<file path="src/rtl/i_cache_pf_ctrl.sv">
// N-way I-cache controller with a sequential next-line prefetcher.
// Demand misses pre-empt prefetches; prefetch candidates wait in a small shift FIFO.
//
// state       | meaning
// IDLE        | serve hits, start demand fill or pop a prefetch candidate
// DEMAND_FILL | memory read for a missed fetch line
// PF_FILL     | memory read for a prefetch line; hits still served
module i_cache_pf_ctrl #(
    parameter int WAYS        = 2,
    parameter int LINE_ADDR_W = 27,
    parameter int PF_DEPTH    = 2,
    localparam int WAY_W      = $clog2(WAYS),
    localparam int CNT_W      = $clog2(PF_DEPTH + 1)
) (
    input  logic                   clk,
    input  logic                   rst,
    input  logic                   cpu_read,
    input  logic [LINE_ADDR_W-1:0] cpu_line_addr,
    output logic                   cpu_resp,
    input  logic                   demand_hit,
    input  logic [WAY_W-1:0]       demand_hit_way,
    input  logic                   pf_enable,
    output logic [LINE_ADDR_W-1:0] pf_probe_addr,
    input  logic                   pf_probe_hit,
    input  logic [WAY_W-1:0]       lru_way,
    output logic                   lru_update,
    output logic [WAY_W-1:0]       lru_touch_way,
    output logic                   mem_read,
    output logic [LINE_ADDR_W-1:0] mem_line_addr,
    input  logic                   mem_resp,
    output logic                   fill_en,
    output logic [WAY_W-1:0]       fill_way,
    output logic [LINE_ADDR_W-1:0] fill_line_addr,
    output logic [CNT_W-1:0]       pf_queue_count
);

    typedef enum logic [1:0] {IDLE, DEMAND_FILL, PF_FILL} state_t;

    state_t                   state_q, state_nxt;
    logic [LINE_ADDR_W-1:0]   fifo_q [PF_DEPTH];
    logic [CNT_W-1:0]         count_q;
    logic                     gen_active_q;
    logic [LINE_ADDR_W-1:0]   pf_base_q;
    logic [CNT_W-1:0]         k_q;

    logic                     fifo_full, demand_miss, hit_ok, pop, push;
    logic                     probing, advance, dup, reload_hit, reload_fill;
    logic [LINE_ADDR_W-1:0]   cand;
    logic [CNT_W-1:0]         wr_idx;

    assign fifo_full   = (count_q == CNT_W'(PF_DEPTH));
    assign demand_miss = (state_q == IDLE) && cpu_read && !demand_hit;
    // Hits are not served in the cycle a line is being written.
    assign hit_ok      = cpu_read && demand_hit &&
                         ((state_q == IDLE) || ((state_q == PF_FILL) && !mem_resp));
    assign pop         = (state_q == IDLE) && !demand_miss && (count_q != '0);
    assign probing     = gen_active_q && pf_enable;
    assign cand        = pf_base_q + LINE_ADDR_W'(k_q);
    assign advance     = probing && !fifo_full;
    assign reload_hit  = hit_ok && (cpu_line_addr != pf_base_q);
    assign reload_fill = (state_q == DEMAND_FILL) && mem_resp;
    assign wr_idx      = pop ? (count_q - CNT_W'(1)) : count_q;

    always_comb begin
        dup = 1'b0;
        for (int i = 0; i < PF_DEPTH; i++) begin
            if ((CNT_W'(i) < count_q) && (fifo_q[i] == cand)) dup = 1'b1;
        end
    end

    assign push = probing && !pf_probe_hit && !dup && !fifo_full && !demand_miss &&
                  !((state_q != IDLE) && (cand == mem_line_addr));

    assign pf_probe_addr  = probing ? cand : '0;
    assign fill_line_addr = mem_line_addr;
    assign pf_queue_count = count_q;

    always_ff @(posedge clk or posedge rst) begin
        if (rst) state_q <= IDLE;
        else     state_q <= state_nxt;
    end

    always_comb begin
        state_nxt     = state_q;
        cpu_resp      = 1'b0;
        lru_update    = 1'b0;
        lru_touch_way = '0;
        mem_read      = 1'b0;
        fill_en       = 1'b0;
        fill_way      = '0;
        case (state_q)
            IDLE: begin
                if (hit_ok) begin
                    cpu_resp      = 1'b1;
                    lru_update    = 1'b1;
                    lru_touch_way = demand_hit_way;
                end
                if (demand_miss) state_nxt = DEMAND_FILL;
                else if (pop)    state_nxt = PF_FILL;
            end
            DEMAND_FILL: begin
                mem_read = 1'b1;
                if (mem_resp) begin
                    fill_en       = 1'b1;
                    fill_way      = lru_way;
                    lru_update    = 1'b1;
                    lru_touch_way = lru_way;
                    state_nxt     = IDLE;
                end
            end
            PF_FILL: begin
                mem_read = 1'b1;
                if (hit_ok) begin
                    cpu_resp      = 1'b1;
                    lru_update    = 1'b1;
                    lru_touch_way = demand_hit_way;
                end
                if (mem_resp) begin
                    fill_en   = 1'b1;
                    fill_way  = lru_way;
                    state_nxt = IDLE;
                end
            end
            default: state_nxt = IDLE;
        endcase
    end

    // FIFO: head at index 0, shifts down on pop.
    always_ff @(posedge clk or posedge rst) begin
        if (rst) begin
            count_q       <= '0;
            mem_line_addr <= '0;
            for (int i = 0; i < PF_DEPTH; i++) fifo_q[i] <= '0;
        end else if (demand_miss) begin
            count_q       <= '0;
            mem_line_addr <= cpu_line_addr;
        end else begin
            if (pop) begin
                mem_line_addr <= fifo_q[0];
                for (int i = 0; i < PF_DEPTH - 1; i++) fifo_q[i] <= fifo_q[i+1];
            end
            if (push) begin
                for (int i = 0; i < PF_DEPTH; i++) begin
                    if (CNT_W'(i) == wr_idx) fifo_q[i] <= cand;
                end
            end
            if (pop && !push)      count_q <= count_q - CNT_W'(1);
            else if (push && !pop) count_q <= count_q + CNT_W'(1);
        end
    end

    always_ff @(posedge clk or posedge rst) begin
        if (rst) begin
            gen_active_q <= 1'b0;
            pf_base_q    <= '0;
            k_q          <= '0;
        end else if (demand_miss) begin
            gen_active_q <= 1'b0;
        end else if (reload_fill) begin
            gen_active_q <= 1'b1;
            pf_base_q    <= mem_line_addr;
            k_q          <= CNT_W'(1);
        end else if (reload_hit) begin
            gen_active_q <= 1'b1;
            pf_base_q    <= cpu_line_addr;
            k_q          <= CNT_W'(1);
        end else if (advance) begin
            if (k_q == CNT_W'(PF_DEPTH)) gen_active_q <= 1'b0;
            else                         k_q <= k_q + CNT_W'(1);
        end
    end

endmodule
</file>
<file path="config.mk">
export PLATFORM = sky130hd
export DESIGN_NAME = i_cache_pf_ctrl
export DESIGN_NICKNAME = d
export VERILOG_FILES = /design/src/rtl/i_cache_pf_ctrl.sv
export SDC_FILE = /design/constraint.sdc
export NUM_CORES = 1
export LEC_CHECK = 0
export ABC_AREA = 1
export BUFFER_PORTS_ARGS = -buffer_cell sky130_fd_sc_hd__clkbuf_2
export CAP_MARGIN = 30
export CORE_ASPECT_RATIO = 0.7
export CORE_MARGIN = 2
export CORE_UTILIZATION = 64
export CTS_CLUSTER_DIAMETER = 80
export CTS_CLUSTER_SIZE = 20
export DETAILED_ROUTE_END_ITERATION = 7
export PLACE_DENSITY = 0.88
export RECOVER_POWER = 100
export SYNTH_ARGS = -nofsm -noshare
export SYNTH_HDL_FRONTEND = slang
export SYNTH_SLANG_ARGS = --single-unit
</file>
<file path="constraint.sdc">
create_clock -name clk -period 9.8 [get_ports clk]
set_clock_uncertainty 0.1 [all_clocks]
set_input_delay 0.49 -clock clk [delete_from_list [all_inputs] [get_ports clk]]
set_output_delay 0.49 -clock clk [all_outputs]
set_load 0.03 [all_outputs]
</file>
Yosys cells after proc, flatten, opt, wreduce, memory -nomap -nowiden:

Index checks and enable logic that the tools add are counted.

* register bits after elaboration: 115
* output and inout port bits: 89

* add/sub/neg operators: 4
* order comparisons: 2
* equal/unequal tests: 12
* mux-type cells: 38
* bitwise logic cells: 1
* reduce and logical (&&, ||, !) cells: 48

Operators with widths (count)
* $mux 27: 8
* $eq 27x27->1: 3
* $mux 54: 1
* $add 27x2->27: 1
* $ne 27x27->1: 1
* $mux 2: 11
* $logic_and 1x1->1: 21
* $mux 1: 15
* $logic_not 1->1: 9
* $reduce_bool 2->1: 4
* $reduce_bool 4->1: 2
* $eq 2x2->1 const B: 3
* $ne 3x3->1 const B: 2
* $reduce_and 2->1: 3
* $reduce_and 3->1: 2
* $reduce_bool 3->1: 2
* $add 2x1->2 const B: 2
* $logic_not 2->1: 2
* $lt 1x2->1 const A: 2
* $pmux 1 s2: 2
* $pmux 2 s2: 1
* $reduce_or 2->1: 2
* $eq 1x2->1 const A: 1
* $eq 2x1->1 const B: 1
* other kinds (4): 4

Logic depth before layout (Yosys ltp):

* depth in word-level cells: 14
* depth in mapped cells: 25

Worst setup path before layout:

No wires, ideal clock.

* kind: register to register
* start point: reg pf_base_q[0]
* end point: reg fifo_q[17] (netlist bit)
* arrival: 2.652 ns
* path slack: 6.931 ns
* stages on the path, launching flop included: 24
* path buffers: 3
* cell sequence: dfrtp_1 -> ha_1 -> fa_1 -> buf_2 -> nand2_2 -> nor2_4 -> nand2_2 -> nor2_1 -> nand2_1 -> nand2_1 -> nand2_1 -> nand2_1 -> nor2_1 -> nand3_1 -> nor2_1 -> nand2_1 -> nand2_1 -> inv_2 -> nand2_2 -> inv_2 -> buf_6 -> buf_6 -> nand3b_1 -> nand2_1

* cells in the longest elaborated chain, start to end: 11
* elaborated cells between the ends (all ways): 16
* those cells by class: add/sub: 1; eq/ne: 3; mux: 2; reduce/logical: 10

Ends and longest elaborated chain
* start, declared: line 43 `logic [LINE_ADDR_W-1:0] pf_base_q;`
* start signal, assigned: line 161 `pf_base_q <= mem_line_addr;`
* start signal, assigned: line 165 `pf_base_q <= cpu_line_addr;`
* $add 27x2->27 *: line 58 `assign cand = pf_base_q + LINE_ADDR_W'(k_q);`
* $eq 27x27->1: line 67 `if ((CNT_W'(i) < count_q) && (fifo_q[i] == cand)) dup = 1'b1;`
* $logic_and 1x1->1: line 67
* $mux 1 (2 in series): line 67
* $logic_not 1->1: line 71 `assign push = probing && !pf_probe_hit && !dup && !fifo_full && !demand_miss &&`
* $logic_and 1x1->1 (4 in series): line 71
* $reduce_and 3->1 (no line)
* end signal, assigned by index: line 144 `if (CNT_W'(i) == wr_idx) fifo_q[i] <= cand;`
* end, declared: line 40 `logic [LINE_ADDR_W-1:0] fifo_q [PF_DEPTH];`

Mark *: on every way between the ends. The rest lies on a longest branch, timed or not.
A chain may end at the register's enable or synchronous reset.

Worst setup path in the final report:

* start point: reg k_q[0]
* end point: reg fifo_q[7] (netlist bit)

* cells in the longest elaborated chain, start to end: 11
* elaborated cells between the ends (all ways): 16
* those cells by class: add/sub: 1; eq/ne: 3; mux: 2; reduce/logical: 10

Ends and longest elaborated chain
* start, declared: line 44 `logic [CNT_W-1:0] k_q;`
* start signal, assigned: line 169 `else k_q <= k_q + CNT_W'(1);`
* $add 27x2->27 *: line 58
* $eq 27x27->1: line 67
* $logic_and 1x1->1: line 67
* $mux 1 (2 in series): line 67
* $logic_not 1->1: line 71
* $logic_and 1x1->1 (4 in series): line 71
* $reduce_and 3->1 (no line)

Marks and branches as above.

==> results_dict.tcl <==
set metrics [dict create \
    netlist_instances 1434 \
    critPathArrivalTime_ps 6890 \
    drt-pass1-iter-count 6 \
    ys_types 37 \
    hp-class "input port to flop" \
    period_share_pct 67.86 \
    rsz0062_at_grt "no" \
    core_area_mm2 0.01336 \
    power.leakage_nw 4.928 \
    dp_cells 1679 \
    cts_tree "built" \
    syn_area_mm2 0.008882 \
    initial_core_util_pct 66.50 \
    fmax_mhz 150.4 \
    gr-total-overflow 0 \
    synth_edf_count 0 \
    path_buf_inv 3 \
    drive_above_1_share_pct 7.077 \
    required_ps 10040 \
    clk_latency_ps 420 \
    worstSetupStartpointType "flop" \
    cts_max_level 4 \
    reg2regPathDepth 21 \
    synth-async-reset-ratio_pct 100.0 \
    slew_violations 278 \
    die_area_mm2 0.01485 \
    mostFrequentLayoutCell "nand2_1" \
    grt_pass1_vias 8962 \
    worst_slew_pin_slew_ps 3487 \
    clkSinkCount 115 \
    hold_slack_ps 242.1 \
    r2r-start "k_q[0]" \
    wl_per_cell_um 17.78 \
    drt_wl_total_mm 30.43 \
    fp.dieW_um 144.8 \
    grt_first_pass_wirelength_mm 47.14 \
    synth_fp_nets 1481 \
    stdcell_count 1711 \
    hold_violations 0 \
    ctsHoldBuffers 0 \
    remaining_drc_errors 0 \
    grt_usage_pct 42.04 \
    crit_end "fifo_q[7]" \
    r2r-end "fifo_q[7]" \
    clockBufferDepth 2 \
    postRouteAntennaNets 0 \
    final_cell_mix "nand2_1, inv_1, o21ai_0" \
    cts_buffers 17 \
    grt_max_degree 62 \
    crit_chain "ha_1, fa_1, nand2_1, nor2_1, nand2_1, nor2_1, nand4_1, nand3_1, nand2_1, nor2_1, nand2_1, nor2_1, nand2_1, nand2_1, inv_1, nand2_1, clkinv_1, buf_4, nand2_1, nand2_1, nand2_1" \
    worstSetupPathDepth 21 \
    peakVddDrop_mv 0.4380 \
    slew_headroom_pct -132.4 \
    postSynthAreaPerCell_um2 6.194 \
    outcome "complete, but fails checks" \
    violations "capacitance limit, slew limit" \
    total_power_w 0.003541 \
    ctsResizeCount 0 \
    cp_top_family "simple AND/OR/NAND/NOR gates" \
    seq_area_frac_synth_pct 32.40 \
    slowest_delay_ps 1100 \
    syn_to_final_growth_pct 9.368 \
    crit_path_start "k_q[0]" \
    end_kind "flop" \
    dp_hpwl_mm 21.56 \
    antenna_found_initial 0 \
    cts-root-buf "clkbuf_16" \
    fin_tns_setup_ps 0 \
    vias 10100 \
    nets 1560 \
    ios 125 \
    cp_common_cell "nand2_1" \
    diodes 0 \
    gp_congestion 1.012 \
    synth_flop_cell "dfrtp_1" \
    clkTransAtPathRegs_ps 60 \
    row_count 35 \
    drtIter0Drc 1389 \
    via_per_inst 5.903 \
    path_max_fanout 56 \
    io_buffers 124 \
    ys_ff_latch 115 \
    r2r_slack_ps 3150 \
    pwr_density_cell_mw_per_mm2 364.5 \
    fin_util_pct 72.73 \
    period_needed_ps 6651 \
    die_h_um 102.6 \
    crit_type "flop to flop" \
    slowest_stage "nand2_1" \
    drv_cap 6 \
    cts_setup_buffers 0 \
    ys_warn_count 0 \
    setup_violations 0 \
]
-- per-stage QoR --
stage,area [um^2],setup slack [ps]
after floorplan,8882,6166
after global placement,9374,5296
after detailed placement,9394,5134
after CTS,9918,5124
after global routing,9714,2743
final,9714,3149
-- state kept, by name, summed over array words and instances (netlist names) --
name / cells
gen_active_q: 1
k_q: 2
pf_base_q: 27
fifo_q: 54
pf_queue_count: 2
fill_line_addr: 27
state_q: 2
-- worst min-delay path by stage --
stage / depth (start not counted) / to / startpoint / slack (ps)
6_report: 3 / fill_line_addr[1] / cpu_line_addr[1] / 240
5_1_grt: 3 / fill_line_addr[5] / cpu_line_addr[5] / 250
4_1_cts: 2 / fifo_q[31] / rst / 100
3_5_place_dp: 2 / fifo_q[18] / fifo_q[18] / 400
3_3_place_gp: 2 / fifo_q[18] / fifo_q[18] / 380
2_1_floorplan: 2 / fifo_q[13] / fifo_q[13] / 360
-- layout make-up --
class / instances / area, um^2
clock inverter: 10 / 60.06
timing repair buffer: 135 / 590.6
sequential: 115 / 2878
tap: 185 / 231.5
clock buffer: 22 / 464.2
inverter: 149 / 560.5
multi-input combinational: 1095 / 4930
fill: 1177 / 3642
-- worst reg2reg max path, cell delays in order (launching register included) --
cell and delay, ps:
dfrtp_1 380, ha_1 210, fa_1 410, nand2_1 200, nor2_1 400, nand2_1 240, nor2_1 530, nand4_1 310
nand3_1 160, nand2_1 60, nor2_1 170, nand2_1 110, nor2_1 110, nand2_1 50, nand2_1 50, inv_1 40
nand2_1 1100, clkinv_1 220, buf_4 390, nand2_1 1060, nand2_1 140, nand2_1 110
-- cells in the mapped netlist (all sizes together) (10+ instances only) --
| library cell | instances | area share, % |
|---|---|---|
| o221ai | 27 | 2.7 |
| nand2 | 610 | 26 |
| ha | 10 | 1.4 |
| nand3 | 122 | 7.0 |
| nand3b | 21 | 1.8 |
| inv | 148 | 6.3 |
| clkbuf | 30 | 1.3 |
| nor2 | 130 | 6.0 |
| o21ai | 129 | 7.5 |
| dfrtp | 115 | 32 |
| buf | 45 | 3.8 |
-- cell families (layout without fill, tap and decap cells) --
logic type | count (synthesis) | after routing | share of synthesized area (%)
compound gates | 175 | 175 | 11.57
simple gates | 902 | 902 | 42.32
xor+xnor | 7 | 7 | 0.6903
fa+ha+maj | 11 | 11 | 1.634
buf+inv | 224 | 316 | 11.40
flops | 115 | 115 | 32.40
-- report_power, final --
group | total, W | internal, W | leakage (nW) | switching [W]
logic | 0.00209 | 0.000545 | 3.19 | 0.00155
registers | 0.000880 | 0.000665 | 1.48 | 0.000215
clock network | 0.000569 | 0.000333 | 0.251 | 0.000236
-- per-layer routing --
metal	vias up	track usage (%)	wire length (um)
li1	4696	-	-
met1	4518	60.74	12340
met2	787	60.63	12550
met3	99	12.59	4640
met4	0	13.97	891
met5	-	0	0
Note: power is estimated with default switching activity, not from simulation.
